File: src/rtl/dsp48a1_pkg.sv
// Shared DSP48A1 constants: X/Z select encodings, OPMODE bit positions, datapath widths.
package dsp48a1_pkg;
  localparam int P_W = 48;
  localparam int M_W = 36;

  localparam logic [1:0] X_ZERO = 2'd0;
  localparam logic [1:0] X_M    = 2'd1;
  localparam logic [1:0] X_P    = 2'd2;
  localparam logic [1:0] X_DAB  = 2'd3;

  localparam logic [1:0] Z_ZERO = 2'd0;
  localparam logic [1:0] Z_PCIN = 2'd1;
  localparam logic [1:0] Z_P    = 2'd2;
  localparam logic [1:0] Z_C    = 2'd3;

  localparam int OP_XSEL_LSB = 0;
  localparam int OP_ZSEL_LSB = 2;
  localparam int OP_CIN      = 5;
  localparam int OP_SUB      = 7;
endpackage

File: src/rtl/dsp_reg_ce.sv
// Optional pipeline register with clock enable and sync active-high reset (reset beats CE).
// Latency REG cycles (0 = wire); no backpressure, CE simply holds.
module dsp_reg_ce #(
  parameter int W   = 1,
  parameter int REG = 1
) (
  input  logic         CLK,
  input  logic         RST,
  input  logic         CE,
  input  logic [W-1:0] D,
  output logic [W-1:0] Q
);
  if (REG != 0) begin : g_reg
    always_ff @(posedge CLK) begin
      if (RST)     Q <= '0;
      else if (CE) Q <= D;
    end
  end else begin : g_bypass
    assign Q = D;
  end
endmodule

File: src/rtl/post_adder_stage.sv
// DSP48A1 48-bit post-adder/subtracter: P = Z +/- (X + CIN); latency PREG (data), OPMODEREG (control); no backpressure.
// Optional signed-overflow output OVF under `DSP_POSTADD_OVF_EN.
module post_adder_stage
  import dsp48a1_pkg::*;
#(
  parameter int    OPMODEREG  = 1,
  parameter int    CARRYINREG = 1,
  parameter string CARRYINSEL = "OPMODE5",
  parameter int    PREG       = 1
) (
  input  logic           CLK,
  input  logic           RSTOPMODE,
  input  logic           RSTCARRYIN,
  input  logic           RSTP,
  input  logic           CEOPMODE,
  input  logic           CECARRYIN,
  input  logic           CEP,
  input  logic [7:0]     OPMODE,
  input  logic           CARRYIN,
  input  logic [M_W-1:0] M,
  input  logic [P_W-1:0] DAB,
  input  logic [P_W-1:0] C,
  input  logic [P_W-1:0] PCIN,
  output logic [P_W-1:0] P,
  output logic [P_W-1:0] PCOUT,
  output logic           CARRYOUT
`ifdef DSP_POSTADD_OVF_EN
  ,
  output logic           OVF
`endif
);
  logic [7:0]     op;
  logic           cin_src;
  logic           cin;
  logic [P_W-1:0] x_mux;
  logic [P_W-1:0] z_mux;
  logic [P_W:0]   sum;
  logic [P_W-1:0] s;
  logic           unused_op;

  assign unused_op = ^{op[6], op[4]};

  dsp_reg_ce #(.W(8), .REG(OPMODEREG)) u_opmode_reg (
    .CLK(CLK), .RST(RSTOPMODE), .CE(CEOPMODE), .D(OPMODE), .Q(op)
  );

  // OPMODE5 is taken from the port so it lines up with the OPMODE register sample.
  if (CARRYINSEL == "OPMODE5") begin : g_cin_op5
    assign cin_src = OPMODE[OP_CIN];
  end else if (CARRYINSEL == "CARRYIN") begin : g_cin_port
    assign cin_src = CARRYIN;
  end else begin : g_cin_zero
    assign cin_src = 1'b0;
  end

  dsp_reg_ce #(.W(1), .REG(CARRYINREG)) u_cyi_reg (
    .CLK(CLK), .RST(RSTCARRYIN), .CE(CECARRYIN), .D(cin_src), .Q(cin)
  );

  always_comb begin
    x_mux = '0;
    case (op[OP_XSEL_LSB +: 2])
      X_ZERO:  x_mux = '0;
      X_M:     x_mux = {{(P_W-M_W){M[M_W-1]}}, M};
      X_P:     x_mux = P;
      X_DAB:   x_mux = DAB;
      default: x_mux = '0;
    endcase
  end

  always_comb begin
    z_mux = '0;
    case (op[OP_ZSEL_LSB +: 2])
      Z_ZERO:  z_mux = '0;
      Z_PCIN:  z_mux = PCIN;
      Z_P:     z_mux = P;
      Z_C:     z_mux = C;
      default: z_mux = '0;
    endcase
  end

  // 49-bit wrap: bit 48 is carry on add, borrow on subtract.
  always_comb begin
    if (op[OP_SUB]) sum = {1'b0, z_mux} - ({1'b0, x_mux} + (P_W+1)'(cin));
    else            sum = {1'b0, z_mux} + {1'b0, x_mux} + (P_W+1)'(cin);
  end

  assign s        = sum[P_W-1:0];
  assign CARRYOUT = sum[P_W];

  dsp_reg_ce #(.W(P_W), .REG(PREG)) u_p_reg (
    .CLK(CLK), .RST(RSTP), .CE(CEP), .D(s), .Q(P)
  );

  assign PCOUT = P;

`ifdef DSP_POSTADD_OVF_EN
  logic ovf_comb;
  assign ovf_comb = op[OP_SUB] ? ((x_mux[P_W-1] != z_mux[P_W-1]) && (s[P_W-1] != z_mux[P_W-1]))
                               : ((x_mux[P_W-1] == z_mux[P_W-1]) && (s[P_W-1] != z_mux[P_W-1]));

  dsp_reg_ce #(.W(1), .REG(PREG)) u_ovf_reg (
    .CLK(CLK), .RST(RSTP), .CE(CEP), .D(ovf_comb), .Q(OVF)
  );
`endif

  // Unregistered P feeding back into the adder forms a combinational loop.
  if (PREG == 0) begin : g_loop_chk
    always_comb begin
      assert (op[OP_XSEL_LSB +: 2] != X_P && op[OP_ZSEL_LSB +: 2] != Z_P);
    end
  end
endmodule

File: config.mk
export PLATFORM = sky130hd
export DESIGN_NAME = post_adder_stage
export DESIGN_NICKNAME = d
export VERILOG_FILES = /design/src/rtl/dsp48a1_pkg.sv /design/src/rtl/dsp_reg_ce.sv /design/src/rtl/post_adder_stage.sv
export SDC_FILE = /design/constraint.sdc
export NUM_CORES = 1
export LEC_CHECK = 0
export ABC_AREA = 1
export CAP_MARGIN = 40
export CORE_MARGIN = 2
export CORE_UTILIZATION = 45
export DETAILED_ROUTE_END_ITERATION = 10
export PLACE_DENSITY_LB_ADDON = 0.05
export SLEW_MARGIN = 20
export SYNTH_ARGS = -nofsm -noshare
export SYNTH_HDL_FRONTEND = slang
export SYNTH_SLANG_ARGS = --single-unit
File: constraint.sdc
create_clock -name CLK -period 6.5 [get_ports CLK]
set_input_delay 0.65 -clock CLK [delete_from_list [all_inputs] [get_ports CLK]]
set_output_delay 0.65 -clock CLK [all_outputs]
set_load 0.03 [all_outputs]
==> results of run 1 <==
## final cells by class
cell class / instances / share of cell area [%]
inverters: 567 / 12.6
clock inverters: 3 / 0.126
flip-flops and latches: 54 / 6.43
multi-input cells: 1896 / 58.9
well taps: 390 / 2.90
clock buffers: 5 / 0.743
repair buffers: 309 / 18.3
## metal layers
metal,routed length (um),GRT usage (%)
met1,28200,55.3
met2,27900,61.8
met3,6830,8.70
met4,2550,14.4
met5,81,1.28
## worst paths after layout
kind / slack, ns / depth (start not counted) / endpoint / from
worst max-delay path: 0.61 / 22 / CARRYOUT / u_opmode_reg.Q[3]
worst min-delay path: 0.56 / 2 / u_p_reg.Q[8] / u_p_reg.Q[8]
worst max register to register: 1.80 / 20 / u_p_reg.Q[43] / u_opmode_reg.Q[3]
worst min register to register: 0.56 / 2 / u_p_reg.Q[8] / u_p_reg.Q[8]
## worst register-to-register path, delay by kind of cell (launching register included)
family	cells	cell delay, ns
compound gates	3	1.04
fa+ha+maj	2	0.81
buf+inv	5	0.97
flops	1	0.38
simple gates	10	1.44
## flip-flops by register name, indices dropped and copies added (netlist names)
register and cells:
u_cyi_reg.Q 1, u_p_reg.Q 48, u_opmode_reg.Q 5
## logic make-up after synthesis
| kind of cell | count (synthesis) |
|---|---|
| adders and majority gates | 143 |
| and+or+nand+nor | 1335 |
| xor gates and xnor gates | 13 |
| DFF | 54 |
| AOI/OAI and AO/OA | 405 |
| buffers and inverters | 669 |
## power breakdown
group / switching [mW] / internal [mW] / total, mW
logic: 1.63 / 0.796 / 2.43
clock network: 0.184 / 0.145 / 0.329
registers: 0.0394 / 0.366 / 0.405
## placed cells by master, fill, tap and decap left out, types with 17 or more instances in the layout
cell type	n
nor2_2	17
buf_4	18
inv_1	557
nor2_1	175
o211ai_1	53
clkdlybuf4s50_1	288
o21bai_1	22
ha_1	139
a21o_1	26
nand3_1	159
a21oi_1	171
nand4_1	29
nand2_2	26
nand2_1	871
o21ai_0	107
dfxtp_1	53
## through the flow
| stage | utilization [%] | hold slack (ns) |
|---|---|---|
| after floorplan | - | 0.461 |
| after global placement | 55.8 | 0.518 |
| after detailed placement | 55.9 | 0.526 |
| after CTS | 56.4 | 0.551 |
| after global routing | 56.5 | 0.576 |
| final | 56.5 | 0.562 |
==> flow_summary.json, run 1 <==
{
  "cpMaxStageDelayCell": "clkdlybuf4s50_1",
  "area_delta_synth_final_pct": 22.9,
  "min_path_type": "reg -> reg",
  "pin_count": 293,
  "multi_input_area_sq_mm": 0.00992,
  "setup_slack_ns": 0.609,
  "yosys.area_share.simple_pct": 41.1,
  "synth_fa_ha_area_share_pct": 13.3,
  "clock_tree.root_cell": "clkbuf_16",
  "num_rows": 63,
  "stdcell_count": 3224,
  "synth_top_cell_area_share_pct": 23.9,
  "dr.pass1.iters": 6,
  "p_total_mw": 3.16,
  "insertion_delay_ns": 0.36,
  "cp_num_buf_inv": 9,
  "cts_made_buffers": 5,
  "vias": 17600,
  "n_antenna_cell": 0,
  "status": "finished, final reports clean",
  "register_area_sq_mm": 0.00108,
  "synth.most_common_cell": "nand2_1",
  "holdBufCountCts": 0,
  "finalHoldViolCount": 0,
  "drc": 0,
  "dp_slack_ns": 1.23,
  "viasPerCell": 5.47,
  "place_area_sq_mm": 0.0167,
  "critPathRequiredTime_ns": 5.85,
  "ys_types": 47,
  "synth.area.mux_share_pct": 0,
  "netlist_area_sq_mm": 0.0137,
  "fin_crit_sh_pct": 90.6,
  "synth_xor_xnor_area_share_pct": 0.831,
  "antenna_found_initial": 2,
  "period_needed_ns": 5.89,
  "layout-drive-gt1-share_pct": 3.99,
  "ctsResizeCount": 0,
  "syn_inst": 2619,
  "cts_tree": "yes",
  "dieHeight_um": 178,
  "synth.largest_area_cell": "nand2_1",
  "cp-start-kind": "register",
  "peakVddDrop_mv": 0.143,
  "fillers": 3121,
  "post_cts_buffers": 0,
  "synthFlopType": "dfxtp_1",
  "slowest_delay_ns": 0.65,
  "final_nets": 3172,
  "grt_max_degree": 67,
  "fin_area_sq_mm": 0.0168,
  "cp_common_cell": "inv_1",
  "initialDrtViolationCount": 2271,
  "yosys-top-cells-area": "nand2_1 (24%), inv_1 (15%), ha_1 (13%)",
  "grt-ovfl-total": 0,
  "rsz0062_at_grt": "no",
  "hpwlAfterDp_mm": 55.2,
  "synth_seq_cells": 54,
  "synthTopCellsByCount": "nand2_1 (872), inv_1 (559), nor2_1 (177), a21oi_1 (171), nand3_1 (159)",
  "io_buffers": 289,
  "fin_worst_skew_ns": 0.00967,
  "tightest_slew_ns": 0.733,
  "h-tree-depth": 2,
  "synth_edf_count": 0,
  "p_leak_nw": 9.23,
  "synth-compound-area-share_pct": 17.1,
  "antenna_left": 0,
  "clk_pin_slew_ns": 0.09,
  "syn_nets": 2958,
  "grt_pass1_wl_mm": 94.8,
  "initial_core_util_pct": 46.0,
  "core-area_sq_mm": 0.0298,
  "clock-sinks": 54,
  "powerDensity_mw_per_mm2": 188,
  "cts_max_path_buffers": 2,
  "yosys_warnings": 0,
  "worstPathMaxFanout": 42,
  "die_width_um": 178,
  "cp_cell_sequence": "inv_1 > nor2_1 > buf_4 > inv_1 > buf_4 > o21ai_0 > a21oi_1 > inv_1 > ha_1 > nand2_1 > inv_1 > a21oi_1 > nand2_1 > inv_1 > nand2_1 > nand2_1 > nand3_1 > nand3_1 > inv_1 > o21ai_0 > nand2_1 > clkdlybuf4s50_1",
  "slew_viol_final": 0,
  "synth_top_family_by_area": "simple AND/OR/NAND/NOR gates",
  "seq_area_frac_synth_pct": 7.89,
  "wirelength_mm": 65.6,
  "wl_per_cell_um": 20.3,
  "placed_cells": 3215,
  "setup_violations": 0,
  "dieArea_sq_mm": 0.0319,
  "grt_pass1_vias": 16300,
  "syn_avg_cell_area_sq_um": 5.23,
  "place.gp.congestion": 1.02,
  "arrival_ns": 5.24,
  "maxCapViolations": 0,
  "slew_headroom_pct": 50.6,
  "async_reset_ff_share_pct": 0,
  "tns_ns": 0,
  "track_usage_pct": 40.3,
  "path_delay_family": "buffers and inverters",
  "max_freq_mhz": 170,
  "end_kind": "primary output",
  "critical_path_class": "reg -> out"
}
Power figures use the tool's default switching activity.
==> inputs of run 2 (changes only) <==
--- a/config.mk
+++ b/config.mk
@@ -14,4 +14,5 @@
 export SLEW_MARGIN = 20
 export SYNTH_ARGS = -nofsm -noshare
 export SYNTH_HDL_FRONTEND = slang
+export SYNTH_HIERARCHICAL = 1
 export SYNTH_SLANG_ARGS = --single-unit
==> flow_summary.json, run 2 <==
{
  "status": "finished, final reports clean",
  "min_path_type": "reg -> reg",
  "post_cts_buffers": 0,
  "initial_core_util_pct": 46.0,
  "switching_power_mw": 1.84,
  "rsz0062_at_grt": "no",
  "dieHeight_um": 176,
  "place.gp.congestion": 1.04,
  "top_register": "u_p_reg/Q",
  "clk_pin_slew_ns": 0.08,
  "drc": 0,
  "antenna_found_initial": 1,
  "fin_area_sq_mm": 0.0163,
  "critical_path_class": "reg -> out",
  "setup_slack_ns": 0.602,
  "grt_pass1_vias": 15800,
  "slew_viol_final": 0,
  "cts_tree": "yes",
  "met3_usage_pct": 5.43,
  "register_area_sq_mm": 0.00108,
  "fillers": 3157,
  "wirelength_mm": 59.5,
  "power_frac_seq_pct": 13.3,
  "place_area_sq_mm": 0.0161,
  "grt-ovfl-total": 0,
  "h-tree-depth": 2,
  "clock-sinks": 54,
  "syn_nets": 2889,
  "viasPerCell": 5.42,
  "p_int_mw": 1.32,
  "cts_made_buffers": 5,
  "grt_pass1_wl_mm": 88.3,
  "ctsResizeCount": 0,
  "multi_input_area_sq_mm": 0.00977,
  "end_kind": "primary output",
  "cp-start-kind": "register",
  "tns_ns": 0,
  "final_common_cell": "nand2_1",
  "reg.largest.list": "u_p_reg/Q (48), u_opmode_reg/Q (5), u_cyi_reg/Q (1)",
  "dp_slack_ns": 1.04,
  "clock_tree.root_cell": "clkbuf_16",
  "max_freq_mhz": 170,
  "tightest_slew_ns": 0.812,
  "dr.pass1.iters": 7,
  "fin_crit_sh_pct": 90.7,
  "swShare_pct": 58.2,
  "cts_max_path_buffers": 2,
  "p_comb_share_pct": 76.9,
  "largest_register_ffs": 48,
  "powerDensity_mw_per_mm2": 194,
  "num_rows": 62,
  "die_width_um": 176,
  "track_usage_pct": 37.5,
  "p_leak_nw": 8.68,
  "grt_busiest_layer": "met2",
  "period_needed_ns": 5.90,
  "grt_max_degree": 58,
  "netlist_area_sq_mm": 0.0133,
  "insertion_delay_ns": 0.33,
  "arrival_ns": 5.25,
  "critPathRequiredTime_ns": 5.85,
  "layout-drive-gt1-share_pct": 3.27,
  "finalHoldViolCount": 0,
  "hpwlAfterDp_mm": 50.9,
  "syn_inst": 2550,
  "setup_violations": 0,
  "yosys_warnings": 6,
  "mostFrequentLayoutCells": "nand2_1 (857), inv_1 (454), clkdlybuf4s50_1 (288)",
  "dieArea_sq_mm": 0.0309,
  "grtUsageMet1_pct": 52.3,
  "slew_headroom_pct": 45.3,
  "maxCapViolations": 0,
  "io_buffers": 289,
  "clkPwrFrac_pct": 9.8,
  "peakVddDrop_mv": 0.112,
  "final_nets": 3094,
  "holdBufCountCts": 0,
  "fin_worst_skew_ns": 0.0138,
  "syn_avg_cell_area_sq_um": 5.21,
  "use_met2_pct": 58.5,
  "initialDrtViolationCount": 2085,
  "vias": 17000,
  "worstPathMaxFanout": 20,
  "area_delta_synth_final_pct": 22.5,
  "antenna_left": 0,
  "pin_count": 293,
  "core-area_sq_mm": 0.0289,
  "wl_per_cell_um": 19.0
}
run 2: power by group through the flow:
stage,sequential [mW],clock [mW],combinational (mW)
global route,0.424,0.320,2.65
detailed placement,0.425,0,2.35
finish,0.420,0.309,2.43
floorplan,0.468,0,1.52
global placement,0.424,0,2.32
CTS,0.418,0.306,2.36
run 2: final cells by class:
cell class	count	share of cell area (%)
Multi-Input combinational cell	1921	60.1
Clock buffer	5	0.769
Clock inverter	3	0.177
Tap cell	384	2.95
Sequential cell	54	6.65
Timing Repair Buffer	302	18.4
Antenna cell	1	0.0154
Inverter	471	10.9
run 2: layer usage:
metal | routed length (um) | share of wire (%)
met5 | 0 | 0
met3 | 6250 | 11
met2 | 25400 | 43
met1 | 25600 | 43
met4 | 2240 | 3.8
run 2: metrics by stage:
stage	hold slack (ns)	cells	power (mW)	util, %
after global routing	0.533	3140	3.39	56.3
after detailed placement	0.492	3132	2.77	55.8
after global placement	0.485	3132	2.75	55.8
after floorplan	0.462	2550	1.98	-
final	0.506	3141	3.16	56.4
after CTS	0.503	3140	3.08	56.3
run 2: final timing paths:
path	start	endpoint	slack (ns)	cells past startpoint
worst max-delay path	u_opmode_reg/Q[1]	CARRYOUT	0.60	20
worst max register to register	u_opmode_reg/Q[1]	u_p_reg/Q[36]	1.24	21
worst min register to register	u_opmode_reg/Q[1]	u_opmode_reg/Q[1]	0.51	2
worst min-delay path	u_opmode_reg/Q[1]	u_opmode_reg/Q[1]	0.51	2
run 2: critical path, stage by stage, from the launching register on:
cell	delay [ns]
dfxtp_1	0.37
inv_1	0.06
nand2_1	0.06
clkinv_1	0.47
buf_4	0.43
nand2_1	0.39
nand3_1	0.22
ha_1	0.49
inv_1	0.13
ha_1	0.40
nand2_1	0.13
inv_1	0.07
nand2_1	0.09
nor3_1	0.29
nand2_1	0.12
nor2_1	0.10
nand2_1	0.08
nand4_1	0.12
nand3_1	0.11
nand2_1	0.11
clkdlybuf4s50_1	0.67
==> inputs of run 3 (changes only) <==
--- a/config.mk
+++ b/config.mk
@@ -11,6 +11,7 @@
 export CORE_UTILIZATION = 45
 export DETAILED_ROUTE_END_ITERATION = 10
 export PLACE_DENSITY_LB_ADDON = 0.05
+export RECOVER_POWER = 25
 export SLEW_MARGIN = 20
 export SYNTH_ARGS = -nofsm -noshare
 export SYNTH_HDL_FRONTEND = slang
==> flow_summary.json, run 3 (synthesis results as in run 2) <==
{
  "status": "finished, final reports clean",
  "layout-drive-gt1-share_pct": 3.27,
  "area_delta_synth_final_pct": 22.5,
  "cpMaxStageDelayCell": "clkdlybuf4s50_1",
  "tns_ns": 0,
  "final_nets": 3094,
  "p_leak_nw": 8.76,
  "cts_max_path_buffers": 2,
  "powerDensity_mw_per_mm2": 194,
  "track_usage_pct": 37.5,
  "cp_common_cell": "nand2_1",
  "cp_num_buf_inv": 6,
  "period_needed_ns": 5.93,
  "antenna_found_initial": 1,
  "dieArea_sq_mm": 0.0309,
  "core-area_sq_mm": 0.0289,
  "dieHeight_um": 176,
  "grt_pass1_vias": 15800,
  "vias": 17100,
  "arrival_ns": 5.28,
  "grt_pass1_wl_mm": 88.3,
  "endpoint": "CARRYOUT",
  "wl_per_cell_um": 19.0,
  "grt-ovfl-total": 0,
  "cp-start-kind": "register",
  "wirelength_mm": 59.6,
  "slew_viol_final": 0,
  "cp_cell_sequence": "inv_1 > nand2_1 > clkinv_1 > buf_4 > nand2_1 > nand3_1 > ha_1 > inv_1 > ha_1 > nand2_1 > inv_1 > nand2_1 > nor3_1 > nand2_1 > nor2_1 > nand2_1 > nand4_1 > nand3_1 > nand2_1 > clkdlybuf4s50_1",
  "p_total_mw": 3.15,
  "rsz0062_at_grt": "no",
  "rrSetupSlack_ns": 1.24,
  "die_width_um": 176,
  "hpwlAfterDp_mm": 50.9,
  "top_register": "u_p_reg/Q",
  "largest_register_ffs": 48,
  "pin_count": 293,
  "num_rows": 62,
  "cts_tree": "yes",
  "mostFrequentLayoutCells": "nand2_1 (857), inv_1 (454), nor2_1 (267)",
  "dr.pass1.iters": 6,
  "maxCapViolations": 0,
  "clock-sinks": 54,
  "setup_slack_ns": 0.572,
  "critPathLaunch": "u_opmode_reg/Q[1]",
  "peakVddDrop_mv": 0.113,
  "tightest_slew_ns": 0.846,
  "holdBufCountCts": 0,
  "reg.largest.list": "u_p_reg/Q (48), u_opmode_reg/Q (5), u_cyi_reg/Q (1)",
  "r2r_start": "u_opmode_reg/Q[1]",
  "path_delay_family": "simple AND/OR/NAND/NOR gates",
  "final_common_cell": "nand2_1",
  "insertion_delay_ns": 0.33,
  "io_buffers": 289,
  "fin_worst_skew_ns": 0.0160,
  "clock_tree.root_cell": "clkbuf_16",
  "drc": 0,
  "fin_crit_sh_pct": 91.2,
  "critPathRequiredTime_ns": 5.85,
  "reg2reg_depth": 21,
  "ctsResizeCount": 0,
  "cts_made_buffers": 5,
  "min_path_type": "reg -> reg",
  "initial_core_util_pct": 46.0,
  "place_area_sq_mm": 0.0161,
  "worstPathMaxFanout": 20,
  "path_depth": 20,
  "clk_pin_slew_ns": 0.08,
  "initialDrtViolationCount": 1977,
  "fin_util_pct": 56.4,
  "place.gp.congestion": 1.04,
  "setup_violations": 0,
  "dp_slack_ns": 1.04,
  "fin_area_sq_mm": 0.0163,
  "viasPerCell": 5.45,
  "slew_headroom_pct": 43.0,
  "max_freq_mhz": 169,
  "grt_max_degree": 58,
  "reg2reg_to": "u_p_reg/Q[36]",
  "post_cts_buffers": 0,
  "slowest_delay_ns": 0.67,
  "finalHoldViolCount": 0,
  "critical_path_class": "reg -> out",
  "antenna_left": 0,
  "h-tree-depth": 2,
  "end_kind": "primary output"
}
[run 3: cell types whose count changed in the layout (fill, tap and decap cells not counted), sizes merged]
| cell | delta |
|---|---|
| clkdlybuf4s50 | -33 |
| dlygate4sd3 | +33 |
[run 3: worst min-delay path by stage]
| stage | startpoint | endpoint | slack (ns) | depth (start not counted) |
|---|---|---|---|---|
| floorplan | u_opmode_reg/Q[7] | u_opmode_reg/Q[7] | 0.46 | 2 |
| global placement | u_opmode_reg/Q[1] | u_opmode_reg/Q[1] | 0.48 | 2 |
| detailed placement | u_opmode_reg/Q[1] | u_opmode_reg/Q[1] | 0.49 | 2 |
| CTS | u_opmode_reg/Q[1] | u_opmode_reg/Q[1] | 0.50 | 2 |
| global route | u_opmode_reg/Q[1] | u_opmode_reg/Q[1] | 0.53 | 2 |
| finish | u_opmode_reg/Q[1] | u_opmode_reg/Q[1] | 0.50 | 2 |
[run 3: worst min-delay path, delay by kind of cell, from the launching register on]
| family | cells | cell delay (ns) |
|---|---|---|
| AND/OR/NAND/NOR | 2 | 0.13 |
| flip-flops | 1 | 0.33 |
[run 3: area by class of cell]
type	instances	area (sq um)
flip-flops and latches	54	1080
multi-input cells	1921	9770
inverters	471	1770
repair buffers	302	3000
fillers	3157	12600
diodes	1	2.50
well taps	384	480
clock buffers	5	125
clock inverters	3	28.8
[run 3: layer usage]
metal / up-vias / part of all wire [%] / track usage [%] / wire length [um]
met1: 7751 / 43 / 52.3 / 25500
li1: 8314 / - / - / -
met4: 0 / 3.9 / 13.7 / 2320
met5: - / 0 / 0 / 0
met3: 119 / 11 / 5.43 / 6360
met2: 933 / 43 / 58.5 / 25400
[run 3: power by group]
| part | switching [mW] | internal (mW) |
|---|---|---|
| Combinational | 1.62 | 0.799 |
| Sequential | 0.0534 | 0.366 |
| Clock | 0.163 | 0.148 |
[run 3: per-stage QoR]
step,hold WS [ns],cells
3_5_place_dp,0.492,3132
6_report,0.504,3141
5_1_grt,0.533,3140
3_3_place_gp,0.485,3132
2_1_floorplan,0.462,2550
4_1_cts,0.503,3140
